<file path="src/rtl/jk_ctrl_defs.sv">
// Shared definitions for the JK flop op arbiter: op codes, controller states,
// and the flop next-state rule.
package jk_ctrl_defs;

  typedef enum logic [1:0] {
    OP_HOLD   = 2'b00,
    OP_RESET  = 2'b01,
    OP_SET    = 2'b10,
    OP_TOGGLE = 2'b11
  } jk_op_e;

  typedef enum logic [1:0] {
    ST_IDLE   = 2'b00,
    ST_ISSUE  = 2'b01,
    ST_SETTLE = 2'b10,
    ST_DONE   = 2'b11
  } jk_state_e;

  // Op is {j,k}; result is what the flop holds after sampling it.
  function automatic logic next_q(input logic q, input logic [1:0] op);
    logic nq;
    case (op)
      OP_HOLD:  nq = q;
      OP_RESET: nq = 1'b0;
      OP_SET:   nq = 1'b1;
      default:  nq = ~q;
    endcase
    return nq;
  endfunction

endpackage

</file>
<file path="src/rtl/rr_arbiter.sv">
// Combinational round-robin picker: first unmasked request at or after the
// pointer, searching cyclically. Output is one-hot or zero.
module rr_arbiter #(
  parameter int N = 4
) (
  input  logic [N-1:0]         req,
  input  logic [N-1:0]         mask,
  input  logic [$clog2(N)-1:0] pointer,
  output logic [N-1:0]         grant
);

  localparam int PW = $clog2(N);

  logic [N-1:0]  cand;
  logic [PW-1:0] idx;
  logic          found;

  always_comb begin
    cand  = req & ~mask;
    grant = '0;
    found = 1'b0;
    idx   = '0;
    for (int i = 0; i < N; i++) begin
      idx = PW'((int'(pointer) + i) % N);
      if (!found && cand[idx]) begin
        grant[idx] = 1'b1;
        found      = 1'b1;
      end
    end
  end

endmodule

</file>
<file path="src/rtl/jk_op_arbiter.sv">
// Shares one JK flop among NREQ requesters: round-robin grant, one-cycle j/k
// issue, settle window, then ack with a shadow-vs-flop consistency check.
module jk_op_arbiter
  import jk_ctrl_defs::*;
#(
  parameter int NREQ       = 4,
  parameter int SETTLE_CYC = 2
) (
  input  logic              clk,
  input  logic              reset,
  input  logic [NREQ-1:0]   req,
  input  logic [2*NREQ-1:0] op,
  input  logic              q_in,
  output logic [NREQ-1:0]   gnt,
  output logic              ack,
  output logic              j,
  output logic              k,
  output logic              q_shadow,
  output logic              busy,
  output logic              err
);

  localparam int PW = $clog2(NREQ);
  localparam int CW = $clog2(SETTLE_CYC + 1);

  jk_state_e     state;
  logic [PW-1:0] ptr;
  logic [PW-1:0] win_idx;
  logic [PW-1:0] next_ptr;
  logic [NREQ-1:0] mask;
  logic [NREQ-1:0] grant;
  logic [1:0]    sel_op;
  logic [CW-1:0] cnt;

  rr_arbiter #(.N(NREQ)) u_rr (
    .req     (req),
    .mask    (mask),
    .pointer (ptr),
    .grant   (grant)
  );

  always_comb begin
    sel_op = OP_HOLD;
    for (int i = 0; i < NREQ; i++) begin
      if (grant[i]) sel_op = op[2*i +: 2];
    end
  end

  always_comb begin
    win_idx = '0;
    for (int i = 0; i < NREQ; i++) begin
      if (gnt[i]) win_idx = PW'(i);
    end
    next_ptr = (win_idx == PW'(NREQ - 1)) ? '0 : win_idx + 1'b1;
  end

  // j/k double as the latched op: they are loaded in IDLE and consumed in ISSUE.
  always_ff @(posedge clk) begin
    if (reset) begin
      state    <= ST_IDLE;
      gnt      <= '0;
      ack      <= 1'b0;
      j        <= 1'b0;
      k        <= 1'b0;
      q_shadow <= 1'b0;
      busy     <= 1'b0;
      err      <= 1'b0;
      ptr      <= '0;
      mask     <= '0;
      cnt      <= '0;
    end else begin
      case (state)
        ST_IDLE: begin
          mask <= '0;
          if (|grant) begin
            gnt    <= grant;
            {j, k} <= sel_op;
            busy   <= 1'b1;
            state  <= ST_ISSUE;
          end else begin
            gnt    <= '0;
            {j, k} <= 2'b00;
          end
        end
        ST_ISSUE: begin
          q_shadow <= next_q(q_shadow, {j, k});
          {j, k}   <= 2'b00;
          cnt      <= CW'(SETTLE_CYC - 1);
          state    <= ST_SETTLE;
        end
        ST_SETTLE: begin
          if (cnt == '0) begin
            ack   <= 1'b1;
            state <= ST_DONE;
          end else begin
            cnt <= cnt - 1'b1;
          end
        end
        ST_DONE: begin
          ack   <= 1'b0;
          if (q_in != q_shadow) err <= 1'b1;
          ptr   <= next_ptr;
          mask  <= gnt;
          gnt   <= '0;
          busy  <= 1'b0;
          state <= ST_IDLE;
        end
        default: state <= ST_IDLE;
      endcase
    end
  end

endmodule
</file>
<file path="config.mk">
export PLATFORM = sky130hd
export DESIGN_NAME = jk_op_arbiter
export DESIGN_NICKNAME = d
export VERILOG_FILES = /design/src/rtl/jk_ctrl_defs.sv /design/src/rtl/rr_arbiter.sv /design/src/rtl/jk_op_arbiter.sv
export SDC_FILE = /design/constraint.sdc
export NUM_CORES = 1
export LEC_CHECK = 0
export CAP_MARGIN = 15
export CELL_PAD_IN_SITES_DETAIL_PLACEMENT = 1
export CELL_PAD_IN_SITES_GLOBAL_PLACEMENT = 2
export CORE_MARGIN = 5
export CORE_UTILIZATION = 28
export DETAILED_ROUTE_END_ITERATION = 10
export PLACE_DENSITY = 0.76
export SETUP_SLACK_MARGIN = 0.3
export SYNTH_ARGS = -nofsm -noshare
export SYNTH_HDL_FRONTEND = slang
export SYNTH_SLANG_ARGS = --single-unit
</file>
<file path="constraint.sdc">
create_clock -name clk -period 2.8 [get_ports clk]
set_input_delay 0.56 -clock clk [delete_from_list [all_inputs] [get_ports clk]]
set_output_delay 0.56 -clock clk [all_outputs]
set_load 0.03 [all_outputs]
</file>
==> flow_summary_export.csv <==
group,metric,value,unit
synth,synthMuxAreaShare,6.07,%
drt,postRouteAntennaNets,0,
cts,clkTransAtPathRegs,0.07,ns
final_layout,layoutNonFillerInstCount,288,
synth,synth-seq-cells,20,
synth,yosysSeqAreaShare,28.2,%
floorplan,rows,26,
worst_setup_path,critical_path_required,2.94,ns
drt,vias,1423,
sta,finalSetupViolations,0,
drt,wl_per_cell,15.2,um
synth,synth_xor_area_share,0.616,%
drt,detail_route.first_pass.iterations,4,
final_layout,finish.instance_area,0.00212,mm2
worst_setup_path,startpoint_type,"flop",
power,power,1.45,mW
worst_setup_path,r2r_end,"k",
sta,finalSetupTns,0,ns
worst_setup_path,max_stage_delay,0.53,ns
job,max_cap_viol_count,0,
synth,synth_top_family_by_area,"simple AND/OR/NAND/NOR gates",
floorplan,die_w,81.3,um
synth,syn_inst,169,
power,peakVddDrop,0.296,mV
power,p_sw,602,uW
worst_setup_path,cp_slowest_cell,"or4_4",
sta,fin_crit,2.50,ns
placement,place_area,0.00185,mm2
cts,cts_sinks,20,
sta,hold_violations,0,
hold_path,min_path_cells,2,
placement,place_ws,-0.362,ns
final_layout,mostFrequentLayoutCells,"buf_4, nor2_1, clkdlybuf4s50_1",
drt,drtIter0Drc,28,
global_routing,grt_max_degree,13,
power,p_leak,0.836,nW
final_layout,diodes,0,
outcome,status,"completed",
sta,relSlewSlack,72.4,%
floorplan,initial_core_util,28.4,%
final_layout,multi_input_area,0.00108,mm2
global_routing,grt_pass1_wl,7.09,mm
final_layout,finalNetCount,249,
sta,drv_slew,0,
final_layout,utilization,42.3,%
cts,htreeDepth,1,
hold_path,hold_start,"err",
sta,worst_slew_pin_slew,0.413,ns
hold_path,holdCritPathClass,"flop to flop",
global_routing,antenna_found_initial,0,
hold_path,holdPathEnd,"err",
worst_setup_path,worstReg2RegStart,"ptr[0]",
final_layout,num-fill-cells,607,
global_routing,first_global_vias,1482,
synth,yosysUniqueCellTypes,40,
worst_setup_path,cp_cell_sequence,"inv_4, ha_4, and3_4, o2111ai_4, o41a_1, o211ai_1, or4_4, o221ai_1, o21ai_1",
cts,numCtsBuffers,3,
placement,portBuffers,24,
floorplan,dieArea,0.00660,mm2
power,power_density,686,mW/mm2
final_layout,final_common_cell,"buf_4",
worst_setup_path,cp-startpoint,"ptr[0]",
final_layout,syn_to_final_growth,49.2,%
placement,placed_cells,272,
global_routing,grt_usage,13.4,%
final_layout,regArea,405,um2
worst_setup_path,path_buf_inv,1,
drt,drt_wl_total,4.38,mm
synth,yosys_warnings,0,
worst_setup_path,reg2reg_slack,0.30,ns
sta,finalClockSkew,0.00377,ns
sta,clock.fmax,400,MHz
sta,fin_ws,0.302,ns
cts,insertion_delay,0.26,ns
global_routing,grt_overflow,0,
power,seqPwrFrac,28.4,%
worst_setup_path,worst-path-max-fanout,5,
worst_setup_path,reg2reg_depth,9,
synth,synth_nets,198,
power,p_int,853,uW
synth,syn_area,0.00142,mm2
synth,syn_area_per_cell,8.41,um2
power,p_comb_share,58.7,%
power,swShare,41.4,%
worst_setup_path,arrival,2.64,ns
drt,viasPerCell,4.94,
worst_setup_path,crit_family,"compound AO/OA/AOI/OAI gates",
final_layout,layout-drive-gt1-share,27.5,%
cts,clk_path_buf_depth,2,
synth,synth_simple_gate_area_share,24.5,%
floorplan,pin_count,25,
sta,post-route-period-util,89.2,%
placement,place_congestion,0.812,
power,pwr-share-clk,12.9,%
synth,synth_fa_ha_area_share,12.3,%
floorplan,die_h,81.3,um
worst_setup_path,critPathCaptureType,"flop",
worst_setup_path,crit_type,"flop to flop",
synth,synth-compound-area-share,22.0,%
sta,hold_ws,0.479,ns
floorplan,core,0.00501,mm2
placement,post-dp-hpwl,3.23,mm
sta,rsz0062_at_grt,"yes",
drt,route.detailed.drc,0,
cts,clockRootBuffer,"clkbuf_8",
cts,cts_tree,"built",
-- state kept, by name, indices dropped and copies added, names as in the netlist --
name	cells
cnt	2
j	1
state	2
mask	4
ptr	2
k	1
ack	1
q_shadow	1
busy	1
err	1
gnt	4
-- power by group through the flow --
stage / clock network [mW] / logic, mW / registers (mW)
3_5_place_dp: 0 / 0.719 / 0.423
3_3_place_gp: 0 / 0.694 / 0.416
5_1_grt: 0.201 / 0.932 / 0.424
4_1_cts: 0.192 / 0.773 / 0.412
2_1_floorplan: 0 / 0.406 / 0.479
6_report: 0.187 / 0.854 / 0.413
-- cells in the mapped netlist (all sizes together) --
| library cell | number | area share (%) |
|---|---|---|
| and2 | 1 | 0.44 |
| or2b | 1 | 0.53 |
| a221o | 2 | 1.4 |
| nor4b | 1 | 0.62 |
| a21oi | 13 | 4.6 |
| nor2 | 21 | 5.5 |
| o2111ai | 1 | 0.62 |
| ha | 14 | 12 |
| nand3b | 2 | 1.1 |
| and3 | 1 | 0.44 |
| mux4 | 2 | 3.2 |
| and4b | 1 | 0.70 |
| nand2b | 6 | 2.6 |
| or4 | 1 | 0.53 |
| a22oi | 12 | 6.7 |
| o21ai | 3 | 1.1 |
| nand4b | 1 | 0.62 |
| a31o | 2 | 1.2 |
| o211ai | 2 | 1.4 |
| nor4bb | 2 | 1.4 |
| clkbuf | 4 | 1.1 |
| o221ai | 4 | 2.9 |
| inv | 17 | 4.5 |
| nor3 | 4 | 1.4 |
| buf | 1 | 0.79 |
| mux2 | 1 | 0.79 |
| nor2b | 8 | 3.5 |
| o221a | 1 | 0.79 |
| dfxtp | 20 | 28 |
| mux2i | 3 | 2.1 |
| or3b | 2 | 1.2 |
| nand2 | 11 | 2.9 |
| o41a | 1 | 0.79 |
| nor4 | 1 | 0.88 |
| a211oi | 1 | 0.53 |
| xor2 | 1 | 0.62 |
-- worst max-delay path by stage --
stage | to | slack (ns) | cells after the start
after global placement | busy | -0.26 | 8
after detailed placement | busy | -0.36 | 9
after CTS | busy | 0.31 | 8
after floorplan | j | 0.30 | 8
final | k | 0.30 | 9
after global routing | k | 0.22 | 9
-- worst min-delay path, cell delays in order, from the launching register on --
cell and delay (ns):
dfxtp_1 0.33, a21oi_1 0.04, nor2_1 0.07
-- layer usage --
| metal | share of wire, % | GRT usage, % | vias up |
|---|---|---|---|
| met4 | 1.2 | 4.22 | 0 |
| met1 | 44 | 16.6 | 704 |
| met5 | 0 | 0 | - |
| li1 | - | - | 706 |
| met3 | 1.1 | 1.11 | 5 |
| met2 | 53 | 24.5 | 8 |
-- kinds of logic (layout without fill, tap and decap cells) --
kind of cell / count (synthesis) / count (layout)
DFF: 20 / 20
and+or+nand+nor: 64 / 64
muxes: 6 / 6
xor gates and xnor gates: 1 / 1
AOI/OAI and AO/OA: 42 / 42
adders and majority gates: 14 / 14
buffers and inverters: 22 / 71
-- cell type report --
class / instances / share of cell area (%)
clock buffers: 3 / 1.95
inverters: 17 / 3.13
flip-flops and latches: 20 / 19.1
multi-input cells: 127 / 50.9
repair buffers: 51 / 20.8
well taps: 70 / 4.13
-- repair_timing --
action                     in CTS  in global routing
setup endpoints to repair       5                  5
hold buffers                    0                  0
setup buffers                   8                  5
pin swaps                       7                  9
gates resized for setup        34                 15
Note: power is estimated with default switching activity, not from simulation.
